[src/rtl/riscv_pkg.sv]
// Shared RV32I pipeline constants: XLEN, bubble encoding, next-PC select codes, IF/ID payload.
package riscv_pkg;

  localparam int unsigned XLEN = 32;

  localparam logic [XLEN-1:0] NOP_INSTR = 32'h0000_0013;

  localparam logic [1:0] PCSRC_SEQ  = 2'b00;
  localparam logic [1:0] PCSRC_BR   = 2'b01;
  localparam logic [1:0] PCSRC_JALR = 2'b10;

  typedef struct packed {
    logic [XLEN-1:0] instr;
    logic [XLEN-1:0] pc;
    logic [XLEN-1:0] pc_plus4;
    logic            valid;
  } ifid_t;

  function automatic logic [XLEN-1:0] word_align(input logic [XLEN-1:0] addr);
    return {addr[XLEN-1:2], 2'b00};
  endfunction

endpackage

[src/rtl/fetch_decode_reg.sv]
// IF/ID pipeline register: flush > stall > imem-not-ready bubble > load, plus register-field slices.
module fetch_decode_reg #(
  parameter logic [31:0] NOP_INSTR = 32'h0000_0013
) (
  input  logic        clk,
  input  logic        rst,
  input  logic        StallD,
  input  logic        FlushD,
  input  logic        ImemReadyF,
  input  logic [31:0] InstrF,
  input  logic [31:0] PCF,
  output logic [31:0] InstrD,
  output logic [31:0] PCD,
  output logic [31:0] PCPlus4D,
  output logic [4:0]  RS1D,
  output logic [4:0]  RS2D,
  output logic [4:0]  RDD,
  output logic        ValidD
);
  import riscv_pkg::*;

  ifid_t bubble;
  ifid_t ifid_d, ifid_q;

  assign bubble = '{instr: NOP_INSTR, pc: '0, pc_plus4: '0, valid: 1'b0};

  always_comb begin
    ifid_d = ifid_q;
    if (FlushD) begin
      ifid_d = bubble;
    end else if (StallD) begin
      ifid_d = ifid_q;
    end else if (!ImemReadyF) begin
      ifid_d = bubble;
    end else begin
      ifid_d = '{instr: InstrF, pc: PCF, pc_plus4: PCF + 32'd4, valid: 1'b1};
    end
  end

  always_ff @(posedge clk or posedge rst) begin
    if (rst) begin
      ifid_q <= bubble;
    end else begin
      ifid_q <= ifid_d;
    end
  end

  assign InstrD   = ifid_q.instr;
  assign PCD      = ifid_q.pc;
  assign PCPlus4D = ifid_q.pc_plus4;
  assign ValidD   = ifid_q.valid;
  assign RS1D     = ifid_q.instr[19:15];
  assign RS2D     = ifid_q.instr[24:20];
  assign RDD      = ifid_q.instr[11:7];

endmodule

[src/rtl/fetch_stage.sv]
// IF stage: PC register, next-PC select, misalignment pulse and IF/ID register.
// Optional perf counters are built only when FETCH_PERF_CNT_EN is defined.
module fetch_stage #(
  parameter logic [31:0] RESET_PC  = 32'h0000_0000,
  parameter logic [31:0] NOP_INSTR = 32'h0000_0013
) (
  input  logic        clk,
  input  logic        rst,
  input  logic        StallF,
  input  logic        StallD,
  input  logic        FlushD,
  input  logic [1:0]  PCSrcE,
  input  logic [31:0] PCTargetE,
  input  logic [31:0] ALUResultE,
  input  logic [31:0] InstrF,
  input  logic        ImemReadyF,
  output logic [31:0] PCF,
  output logic [31:0] InstrD,
  output logic [31:0] PCD,
  output logic [31:0] PCPlus4D,
  output logic [4:0]  RS1D,
  output logic [4:0]  RS2D,
  output logic [4:0]  RDD,
  output logic        ValidD,
  output logic        MisalignF,
  output logic [31:0] InstrCnt,
  output logic [31:0] BubbleCnt,
  output logic [31:0] StallCnt
);
  import riscv_pkg::*;

  logic [31:0] pc_d, pc_q;
  logic        misalign_d, misalign_q;
  logic        redirect;
  logic [31:0] target;

  assign redirect = (PCSrcE == PCSRC_BR) || (PCSrcE == PCSRC_JALR);
  // jalr clears bit 0 before alignment, so only bit 1 can flag it misaligned
  assign target   = (PCSrcE == PCSRC_BR) ? PCTargetE : (ALUResultE & 32'hFFFF_FFFE);

  always_comb begin
    pc_d       = pc_q;
    misalign_d = 1'b0;
    if (redirect) begin
      pc_d       = word_align(target);
      misalign_d = (target[1:0] != 2'b00);
    end else if (StallF || !ImemReadyF) begin
      pc_d = pc_q;
    end else begin
      pc_d = pc_q + 32'd4;
    end
  end

  always_ff @(posedge clk or posedge rst) begin
    if (rst) begin
      pc_q       <= RESET_PC;
      misalign_q <= 1'b0;
    end else begin
      pc_q       <= pc_d;
      misalign_q <= misalign_d;
    end
  end

  assign PCF       = pc_q;
  assign MisalignF = misalign_q;

  fetch_decode_reg #(
    .NOP_INSTR (NOP_INSTR)
  ) u_ifid (
    .clk        (clk),
    .rst        (rst),
    .StallD     (StallD),
    .FlushD     (FlushD),
    .ImemReadyF (ImemReadyF),
    .InstrF     (InstrF),
    .PCF        (pc_q),
    .InstrD     (InstrD),
    .PCD        (PCD),
    .PCPlus4D   (PCPlus4D),
    .RS1D       (RS1D),
    .RS2D       (RS2D),
    .RDD        (RDD),
    .ValidD     (ValidD)
  );

`ifdef FETCH_PERF_CNT_EN
  logic        load_real, load_bubble, stall_hit;
  logic [31:0] instr_cnt_d, instr_cnt_q;
  logic [31:0] bubble_cnt_d, bubble_cnt_q;
  logic [31:0] stall_cnt_d, stall_cnt_q;

  assign load_real   = !FlushD && !StallD && ImemReadyF;
  assign load_bubble = FlushD || (!StallD && !ImemReadyF);
  assign stall_hit   = StallD && !FlushD;

  // Counters saturate at all-ones rather than wrapping
  always_comb begin
    instr_cnt_d  = instr_cnt_q;
    bubble_cnt_d = bubble_cnt_q;
    stall_cnt_d  = stall_cnt_q;
    if (load_real && (instr_cnt_q != '1)) instr_cnt_d = instr_cnt_q + 32'd1;
    if (load_bubble && (bubble_cnt_q != '1)) bubble_cnt_d = bubble_cnt_q + 32'd1;
    if (stall_hit && (stall_cnt_q != '1)) stall_cnt_d = stall_cnt_q + 32'd1;
  end

  always_ff @(posedge clk or posedge rst) begin
    if (rst) begin
      instr_cnt_q  <= '0;
      bubble_cnt_q <= '0;
      stall_cnt_q  <= '0;
    end else begin
      instr_cnt_q  <= instr_cnt_d;
      bubble_cnt_q <= bubble_cnt_d;
      stall_cnt_q  <= stall_cnt_d;
    end
  end

  assign InstrCnt  = instr_cnt_q;
  assign BubbleCnt = bubble_cnt_q;
  assign StallCnt  = stall_cnt_q;
`else
  assign InstrCnt  = 32'b0;
  assign BubbleCnt = 32'b0;
  assign StallCnt  = 32'b0;
`endif

endmodule

[config.mk]
export PLATFORM = sky130hd
export DESIGN_NAME = fetch_stage
export DESIGN_NICKNAME = d
export VERILOG_FILES = /design/src/rtl/riscv_pkg.sv /design/src/rtl/fetch_decode_reg.sv /design/src/rtl/fetch_stage.sv
export SDC_FILE = /design/constraint.sdc
export NUM_CORES = 1
export LEC_CHECK = 0
export ABC_AREA = 1
export CAP_MARGIN = 20
export CORE_AREA = 2 2 133 135
export DETAILED_ROUTE_END_ITERATION = 8
export DIE_AREA = 0 0 135 137
export MAX_ROUTING_LAYER = met4
export PLACE_DENSITY = 0.9
export SLEW_MARGIN = 20
export SYNTH_ARGS = -nofsm -noshare
export SYNTH_HDL_FRONTEND = slang
export SYNTH_HIERARCHICAL = 1
export SYNTH_SLANG_ARGS = --single-unit
[constraint.sdc]
create_clock -name clk -period 7.1 [get_ports clk]
set_input_delay 0.71 -clock clk [delete_from_list [all_inputs] [get_ports clk]]
set_output_delay 0.71 -clock clk [all_outputs]
set_load 0.03 [all_outputs]
== Word level (Yosys, flattened, before mapping) ==
Index checks and enable logic that the tools add are counted.
Storage, ports and cells
  output and inout bits: 241
  flip-flop bits (word level): 130
Operators by class
  muxes and demuxes: 7
  $add $sub $neg: 1
  equality and inequality tests: 4
  reductions and logical operators: 4
Operators by type and width (count)
  $mux W97: 3
  $mux W32: 3
  $add A32 B3 Y32 const B: 1
  $eq A2 B1 Y1 const B: 1
  $eq A2 B2 Y1 const B: 1
  $logic_or A1 B1 Y1: 2
  $ne A2 B1 Y1 const B: 1
  $ne A2 B2 Y1 const B: 1
  $reduce_bool A2 Y1: 1
  $logic_not A1 Y1: 1
  $mux W1: 1

== Depth between registers and ports, before layout ==
Gate-level depths: netlist of the first run.
  depth in word-level cells: 4
  mapped depth: 10
  gate-level depth less buffers: 9

== Hierarchy ==
The synthesis of the first run kept the hierarchy.
Modules (own cells, without submodules)
  fetch_decode_reg: seq. area each 2381.0 um^2, instances 1, area each 4548.1 um^2, cells an instance 522
  fetch_stage: seq. area each 775.7 um^2, instances 1, area each 3389.5 um^2, cells an instance 535

== Worst setup path before layout of the first run ==
Ideal clock, no wire load.
  path kind: input to register
  from: input PCSrcE[1]
  to: register pc_q[2] (netlist: PCF[2])
  slack: 5165 ps
  data arrival time: 1785 ps
  cell stages on the path: 8
  setup time: 150 ps
  path buffers: 2
  required time: 6950 ps
  cells stage by stage: inv_1 -> ha_1 -> buf_4 -> o21ai_2 -> clkinv_1 -> buf_2 -> nand2_1 -> o311ai_0
On the way
  word-level cells in the longest chain between the ends: 3
  elaborated cells between the ends (all ways): 6
  classes of those cells: eq/ne: 3; mux: 2; reduce/logical: 1
RTL lines
  from (decl): RTL line fetch_stage.sv:12  | input logic [1:0] PCSrcE,
  $eq A2 B1 Y1 or $eq A2 B2 Y1 (tied branches): RTL line fetch_stage.sv:37, fetch_stage.sv:39
  $mux W32 or $logic_or A1 B1 Y1 (tied branches): RTL line fetch_stage.sv:39, fetch_stage.sv:37
  $mux W32 or $ne A2 B2 Y1 (tied branches)
  to (signal assigned): RTL line fetch_stage.sv:59  | pc_q <= pc_d;
  to (decl): RTL line fetch_stage.sv:32  | logic [31:0] pc_d, pc_q;
Several ways; a longest one is shown, not always the timed one.
A chain may end at the register's enable or synchronous reset.

== Worst setup path in the final report of the first run ==
  from: input ImemReadyF
  to: register u_ifid.ifid_q (netlist bit u_ifid/PCPlus4D[5])
On the way
  word-level cells in the longest chain between the ends: 3
RTL lines
  from (decl): RTL line fetch_stage.sv:16  | input logic ImemReadyF,
  $mux W97: RTL line fetch_decode_reg.sv:33  | end else if (!ImemReadyF) begin
  $mux W97: RTL line fetch_decode_reg.sv:31  | end else if (StallD) begin
  $mux W97: RTL line fetch_decode_reg.sv:29  | if (FlushD) begin
  to (signal assigned): RTL line fetch_decode_reg.sv:42  | ifid_q <= bubble;
  to (signal assigned): RTL line fetch_decode_reg.sv:44  | ifid_q <= ifid_d;
  to (decl): RTL line fetch_decode_reg.sv:23  | ifid_t ifid_d, ifid_q;
No other way between the ends. The select of a mux whose other input is x is not followed.

==> results.toml, run 1 <==
[clock_network]
insertion_delay_ns = 0.41
clock-sinks = 126
hold_buffers = 0
cts.repair.resized = 0
clk_path_buf_depth = 2
path_clk_slew_ns = 0.06
cts_buffers = 17
cts_tree = "built"
htree_levels = 4
post_cts_buffers = 0
cts_root_buffer = "clkbuf_16"

[die]
fp.dieW_um = 135
initial_core_util_pct = 46.5
rows = 48
die_area_mm2 = 0.0185
core_region_area_mm2 = 0.0171
chipHeight_um = 137
ios = 345

[sta]
finalCriticalPeriod_ns = 2.90
setup_tns_ns = 0
drv_slew = 0
worst_pin_slew_ns = 1.02
finalCritPeriodShare_pct = 40.8
hold_viol = 0
rsz0062_at_grt = "no"
fmax_mhz = 345
slew_headroom_pct = 32.1
skew_ns = 0.00659
finalSetupViolations = 0

[global_routing]
grt.overflow.total = 0
grt_max_degree = 69
track_usage_pct = 26.0
grt_busiest_layer = "met2"
grt_pass1_vias = 7035
met3_usage_pct = 6.96
grt_pass1_wl_mm = 36.2
antenna_found_initial = 0
grt_use_met1_pct = 30.1
use_met2_pct = 43.1

[yosys]
ys_seq_elements = 126
ys_types = 39
syn_area_mm2 = 0.00794
yosys_warnings = 6
synth.yosys.seq_area_share_pct = 39.8
postSynthAreaPerCell_um2 = 7.51
synth.top_cells.by_area = "dfrtp_1 39%, buf_4 11%, nand2_1 11%"
synth_top_area_cell = "dfrtp_1"
postSynthCellCount = 1057
yosysTopAreaCellShare_pct = 38.8

[setup_path]
cp.arrival_ns = 3.24
endpoint_kind = "flop"
cp-start-kind = "input port"
cp.required_ns = 7.45
path_max_fanout = 68
crit_type = "in2reg"
rr_worst_depth = 9

[pwr]
ir_drop_mv = 0.173
p_per_area_mw_per_mm2 = 244
p_leak_nw = 4.99

[place]
port-buffer-count = 245
gp_congestion = 0.927
place_area_mm2 = 0.0100
hpwl_mm = 17.7

[flow_run]
maxCapViolCount = 0

[route]
vias = 7590
first_pass_iters = 6
viasPerCell = 5.02
drt-initial-drc-count = 534
postRouteAntennaNets = 0
wl_per_cell_um = 15.7
drt_wl_total_mm = 23.8
drcViolationCount = 0

[cells_and_area]
diodes = 0
fin_nets = 1380
drive_gt1_share_pct = 7.23
syn_to_final_growth_pct = 33.3
final_cell_area_mm2 = 0.0106

[hold_path]
hold_depth = 2
hold_path_class = "reg2reg"

[outcome]
status = "complete, no violations"
[stage by stage]
| step | hold WS, ns | cells | setup WS [ns] | power, mW | util, % |
|---|---|---|---|---|---|
| 6_report | 0.484 | 1511 | 4.20 | 2.58 | 62.0 |
| 5_1_grt | 0.504 | 1511 | 4.15 | 2.70 | 62.0 |
| 4_1_cts | 0.487 | 1511 | 4.29 | 2.59 | 62.0 |
| 3_5_place_dp | 0.472 | 1479 | 3.86 | 1.77 | 58.8 |
| 3_3_place_gp | 0.464 | 1479 | 3.91 | 1.75 | 58.8 |
| 2_1_floorplan | 0.624 | 1156 | 3.92 | 1.47 | - |
[area by class of cell]
class | instances | area [um2]
Clock inverter | 13 | 115
Tap cell | 225 | 282
Fill cell | 1473 | 6470
Inverter | 83 | 314
Timing Repair Buffer | 253 | 2510
Multi-Input combinational cell | 792 | 3760
Sequential cell | 126 | 3160
Clock buffer | 19 | 443
[power breakdown]
group / internal, mW / switching (mW) / leakage, nW / total, mW
Clock: 0.490 / 0.325 / 0.266 / 0.815
Combinational: 0.288 / 0.530 / 3.08 / 0.819
Sequential: 0.789 / 0.154 / 1.64 / 0.943
[synth_stat cells (all sizes together)]
cell and n:
a211oi 2, inv 82, nor3 2, nand2 237, nand4 4, a22oi 4
nand3 80, o311ai 1, conb 1, a31oi 6, o22a 3, a21o 1
o31ai 1, buf 144, xnor2 2, dfstp 3, dfrtp 123, nor2 206
and2 3, a21oi 25, clkinv 1, a221oi 1, o21ai 78, clkbuf 11
ha 3, a22o 33
[logic make-up (layout without fill, tap and decap cells)]
| logic type | count (synthesis) | in the layout | synth area share, % |
|---|---|---|---|
| and+or+nand+nor | 532 | 532 | 29.7 |
| other | 1 | 100 | 0.0472 |
| xor gates and xnor gates | 2 | 2 | 0.221 |
| DFF | 126 | 126 | 39.8 |
| adders and majority gates | 3 | 3 | 0.473 |
| buffers and inverters | 238 | 368 | 17.7 |
| AOI/OAI and AO/OA | 155 | 155 | 12.1 |
[cell usage in the layout (no fill, tap or decap), types with 3 or more instances in the layout]
| master | Yosys | routed |
|---|---|---|
| nand2_1 | 224 | 223 |
| a22oi_1 | 4 | 4 |
| conb_1 | 1 | 100 |
| ha_1 | 3 | 3 |
| a21oi_1 | 24 | 24 |
| nand2_2 | 8 | 9 |
| clkinv_2 | 0 | 4 |
| o21ai_0 | 76 | 76 |
| inv_1 | 80 | 79 |
| and2_1 | 3 | 3 |
| nor2_4 | 15 | 16 |
| nor2_1 | 177 | 176 |
| buf_4 | 118 | 8 |
| nor2_2 | 12 | 12 |
| a22o_1 | 33 | 33 |
| clkdlybuf4s50_1 | 0 | 245 |
| dfstp_2 | 3 | 3 |
| nand3_1 | 80 | 80 |
| clkinvlp_4 | 0 | 4 |
| nand4_1 | 4 | 4 |
| dfrtp_1 | 123 | 123 |
| nand2_4 | 4 | 4 |
| a31oi_1 | 6 | 6 |
| clkbuf_16 | 0 | 17 |
| o22a_1 | 3 | 3 |
[routing by layer]
layer	wire length [um]	up-vias
li1	-	3618
met5	0	-
met3	2110	45
met2	11500	415
met1	9540	3512
met4	628	0
[critical path: stages]
cell and delay [ns]:
clkdlybuf4s50_1 0.57, inv_1 0.08, nor2_1 0.13, nand2_2 0.05, buf_4 0.30, inv_2 0.62
buf_4 0.34, o21ai_0 0.12, a21o_2 0.19, nand2_1 0.06
[state kept, by name, summed over array words and instances (netlist names)]
register / flops
u_ifid/PCD: 32
u_ifid/InstrD: 32
PCF: 30
u_ifid/PCPlus4D: 30
MisalignF: 1
u_ifid/ValidD: 1
[worst paths after layout]
kind	start	endpoint	slack [ns]
worst max-delay path	ImemReadyF	u_ifid/PCPlus4D[5]	4.20
worst min-delay path	u_ifid/PCPlus4D[7]	u_ifid/PCPlus4D[7]	0.48
worst max register to register	PCF[3]	PCF[24]	5.25
worst min register to register	u_ifid/PCPlus4D[7]	u_ifid/PCPlus4D[7]	0.48
max in group asynchronous	rst	u_ifid/PCD[13]	5.24
min in group asynchronous	rst	u_ifid/PCD[4]	0.70
Power figures use the tool's default switching activity.
==> run 2, diff against run 1 <==
- CORE_AREA: 2 2 133 135 -> default
- CORE_ASPECT_RATIO: default -> 1.5
- CORE_UTILIZATION: default -> 43
- DIE_AREA: 0 0 135 137 -> default
- PLACE_DENSITY: 0.9 -> 0.85
- clock period: 7.1 -> 3 ns (I/O delays scaled with it)
==> results.toml, run 2 (synthesis gave the netlist of run 1 again) <==
[outcome]
status = "complete, no violations"

[clock_network]
cts_root_buffer = "clkbuf_16"
cts_tree = "built"
path_clk_slew_ns = 0.07
post_cts_buffers = 0
cts.repair.resized = 0
clk_path_buf_depth = 2
clock-sinks = 126
hold_buffers = 0
insertion_delay_ns = 0.41
cts_buffers = 17
htree_levels = 4

[route]
wl_per_cell_um = 15.3
drcViolationCount = 0
drt-initial-drc-count = 367
postRouteAntennaNets = 0
first_pass_iters = 5
vias = 7466
viasPerCell = 4.95
drt_wl_total_mm = 23.1

[cells_and_area]
drive_gt1_share_pct = 7.74
final_common_cell = "clkdlybuf4s50_1"
syn_to_final_growth_pct = 34.2
fin_nets = 1386
diodes = 0
layout_common_cells = "245 x clkdlybuf4s50_1, 223 x nand2_1, 176 x nor2_1"
fin_util_pct = 59.1
fin_cells = 1509

[sta]
fin_hold_ws_ns = 0.362
rsz0062_at_grt = "no"
drv_slew = 0
slew_headroom_pct = 56.5
setup_tns_ns = 0
worst_pin_slew_ns = 0.653
hold_viol = 0
worst_slack_ns = 0.868
skew_ns = 0.0127
finalCriticalPeriod_ns = 2.13
finalSetupViolations = 0
finalCritPeriodShare_pct = 71.1
fmax_mhz = 469

[setup_path]
crit_family = "buffers and inverters"
cp.arrival_ns = 1.83
cp-start-kind = "flop"
crit_type = "reg2out"
rr_worst_depth = 9
path_depth = 1
crit_path_top_delay_cell = "clkdlybuf4s50_1"
cp.required_ns = 2.70
endpoint_kind = "output pin"
path_max_fanout = 9
path_cells = "clkdlybuf4s50_1"
cp_num_buf_inv = 1
max_stage_delay_ns = 0.78

[global_routing]
grt_pass1_vias = 7095
grt_pass1_wl_mm = 36.4
grt.overflow.total = 0
antenna_found_initial = 0
grt_max_degree = 68
track_usage_pct = 25.3

[die]
rows = 60
ios = 345
initial_core_util_pct = 44.1
fp.dieW_um = 113
core_region_area_mm2 = 0.0180
chipHeight_um = 168
die_area_mm2 = 0.0190

[flow_run]
maxCapViolCount = 0

[pwr]
ir_drop_mv = 0.335
p_per_area_mw_per_mm2 = 576
p_leak_nw = 5.03

[place]
hpwl_mm = 17.2
dp_cells = 1477
port-buffer-count = 245
dp_worst_setup_slack_ns = 0.730
gp_congestion = 0.866

[hold_path]
hold_path_class = "in2async"
-- run 2: cell types whose count changed in the layout (fill, tap and decap cells not counted), sizes merged --
cell      previous run  this run
buf                  8        14
bufinv               1         0
clkbuf              19        17
clkinv               7         4
clkinvlp             4         3
inv                 84        91
-- run 2: worst paths after layout --
| check | to | start | slack, ns |
|---|---|---|---|
| min reg2reg | u_ifid/PCD[8] | u_ifid/PCD[8] | 0.48 |
| min in group clk | u_ifid/InstrD[0] | InstrF[0] | 0.46 |
| max | PCF[10] | PCF[10] | 0.87 |
| min | u_ifid/InstrD[29] | rst | 0.36 |
| max reg2reg | PCF[24] | PCF[3] | 1.10 |
| max in group asynchronous | u_ifid/InstrD[4] | rst | 1.89 |
-- run 2: through the flow --
step | cell area (um2) | power, mW
floorplan | 8310 | 3.48
global placement | 10100 | 4.15
detailed placement | 10100 | 4.18
CTS | 10600 | 6.18
global route | 10600 | 6.45
finish | 10600 | 6.13
-- run 2: cell type report --
type / instances / area, um2
Tap cell: 217 / 272
Fill cell: 1584 / 7370
Sequential cell: 126 / 3160
Multi-Input combinational cell: 792 / 3760
Clock inverter: 15 / 140
Timing Repair Buffer: 259 / 2580
Inverter: 83 / 314
Clock buffer: 17 / 425
-- run 2: where the power goes --
| group | internal [mW] | switching, mW | leakage [nW] |
|---|---|---|---|
| Sequential | 1.87 | 0.341 | 1.64 |
| Combinational | 0.694 | 1.26 | 3.12 |
| Clock | 1.09 | 0.876 | 0.269 |
-- run 2: metal layers --
| layer | up-vias | track usage (%) | share of wire (%) |
|---|---|---|---|
| li1 | 3620 | - | - |
| met1 | 3465 | 27.3 | 39 |
| met2 | 330 | 44.7 | 52 |
| met3 | 51 | 4.10 | 5.1 |
| met4 | 0 | 12.3 | 3.9 |
| met5 | - | - | 0 |
==> run 3, diff against run 2 <==
- CORE_UTILIZATION: 43 -> 39
- PLACE_DENSITY: 0.85 -> 0.81
- clock period: 3 -> 1.9 ns (I/O delays scaled with it)
==> results.toml, run 3 (synthesis gave the netlist of run 1 again) <==
[place]
place_area_mm2 = 0.0104
hpwl_mm = 18.6
port-buffer-count = 245
gp_congestion = 0.910
dp_worst_setup_slack_ns = 0.0542
dp_cells = 1542

[sta]
fmax_mhz = 539
finalCritPeriodShare_pct = 97.6
setup_tns_ns = 0
fin_hold_ws_ns = 0.152
skew_ns = 0.0163
rsz0062_at_grt = "no"
finalCriticalPeriod_ns = 1.85
worst_slack_ns = 0.0455
drv_slew = 0
hold_viol = 0
finalSetupViolations = 0

[pwr]
p_per_area_mw_per_mm2 = 908
power_mw = 9.96
p_leak_nw = 5.22
ir_drop_mv = 0.593

[route]
postRouteAntennaNets = 0
viasPerCell = 4.91
vias = 7731
drt_wl_total_mm = 24.2
wl_per_cell_um = 15.4
first_pass_iters = 6
drcViolationCount = 0
drt-initial-drc-count = 443

[setup_path]
cp.required_ns = 1.71
max_stage_delay_ns = 0.77
crit_path_top_delay_cell = "clkdlybuf4s50_1"
cp_num_buf_inv = 1
crit_type = "reg2out"
regToRegSetupSlack_ns = 0.20
cp.arrival_ns = 1.66
endpoint_kind = "output pin"
path_max_fanout = 7
cp-start-kind = "flop"
path_cells = "clkdlybuf4s50_1"
crit_family = "buffers and inverters"

[clock_network]
cts_buffers = 17
path_clk_slew_ns = 0.07
insertion_delay_ns = 0.42
clk_path_buf_depth = 2
clock-sinks = 126
cts_root_buffer = "clkbuf_16"
cts_tree = "built"
post_cts_buffers = 0
hold_buffers = 0
htree_levels = 4

[hold_path]
hold_path_class = "in2async"

[global_routing]
grt_pass1_vias = 7432
grt_pass1_wl_mm = 38.3
grt.overflow.total = 0
grt_max_degree = 57
track_usage_pct = 24.1
antenna_found_initial = 0

[die]
initial_core_util_pct = 40.0
die_area_mm2 = 0.0209
core_region_area_mm2 = 0.0199
chipHeight_um = 177
rows = 63
fp.dieW_um = 118
ios = 345

[cells_and_area]
fin_util_pct = 55.2
fin_cells = 1574
syn_to_final_growth_pct = 38.2
fin_nets = 1408
layout_common_cells = "223 x nand2_1, 223 x clkdlybuf4s50_1, 175 x nor2_1"
drive_gt1_share_pct = 9.67
final_cell_area_mm2 = 0.0110
diodes = 0

[flow_run]
maxCapViolCount = 0

[outcome]
status = "complete, no violations"
## run 3: cell types whose count changed in the layout (fill, tap and decap cells not counted), moves of 2 or more
cell,before,now
dlygate4sd2_1,0,19
dlymetal6s2s_1,0,3
dfrtp_2,0,4
clkinv_4,2,0
dfrtp_1,123,119
buf_4,12,28
clkdlybuf4s50_1,245,223
buf_12,2,8
## run 3: cell type report
type                       count  area, um2
tap                          260        325
timing repair buffer         281       2810
clock buffer                  17        425
fill                        1877       8900
sequential                   126       3160
clock inverter                15        171
multi-input combinational    792       3760
inverter                      83        315
## run 3: final timing paths
kind / to / startpoint / depth (start not counted)
hold reg to reg: u_ifid/PCD[4] / u_ifid/PCD[4] / 2
setup reg to reg: u_ifid/PCPlus4D[20] / PCF[2] / 9
setup / recovery: PCF[27] / PCF[27] / 1
hold / removal: u_ifid/PCPlus4D[8] / rst / 2
max in group asynchronous: u_ifid/InstrD[4] / rst / 3
min in group clk: PCF[4] / ALUResultE[4] / 3
## run 3: timing repair
item / CTS / global route
gates resized for setup: 21 / 6
cloned: 0 / 0
setup endpoints to repair: 21 / 5
## run 3: routing by layer
metal,global-route usage [%],up-vias,part of all wire [%]
met5,-,-,0
met4,11.4,0,3.7
met3,3.25,61,5.6
met2,43.9,371,53
met1,25.7,3619,38
li1,-,3680,-
## run 3: power by group
part           switching, mW  internal, mW  leakage [nW]
combinational           2.09          1.14          3.30
sequential             0.473          2.95          1.64
clock                   1.42          1.87         0.283
total                   3.99          5.97          5.22
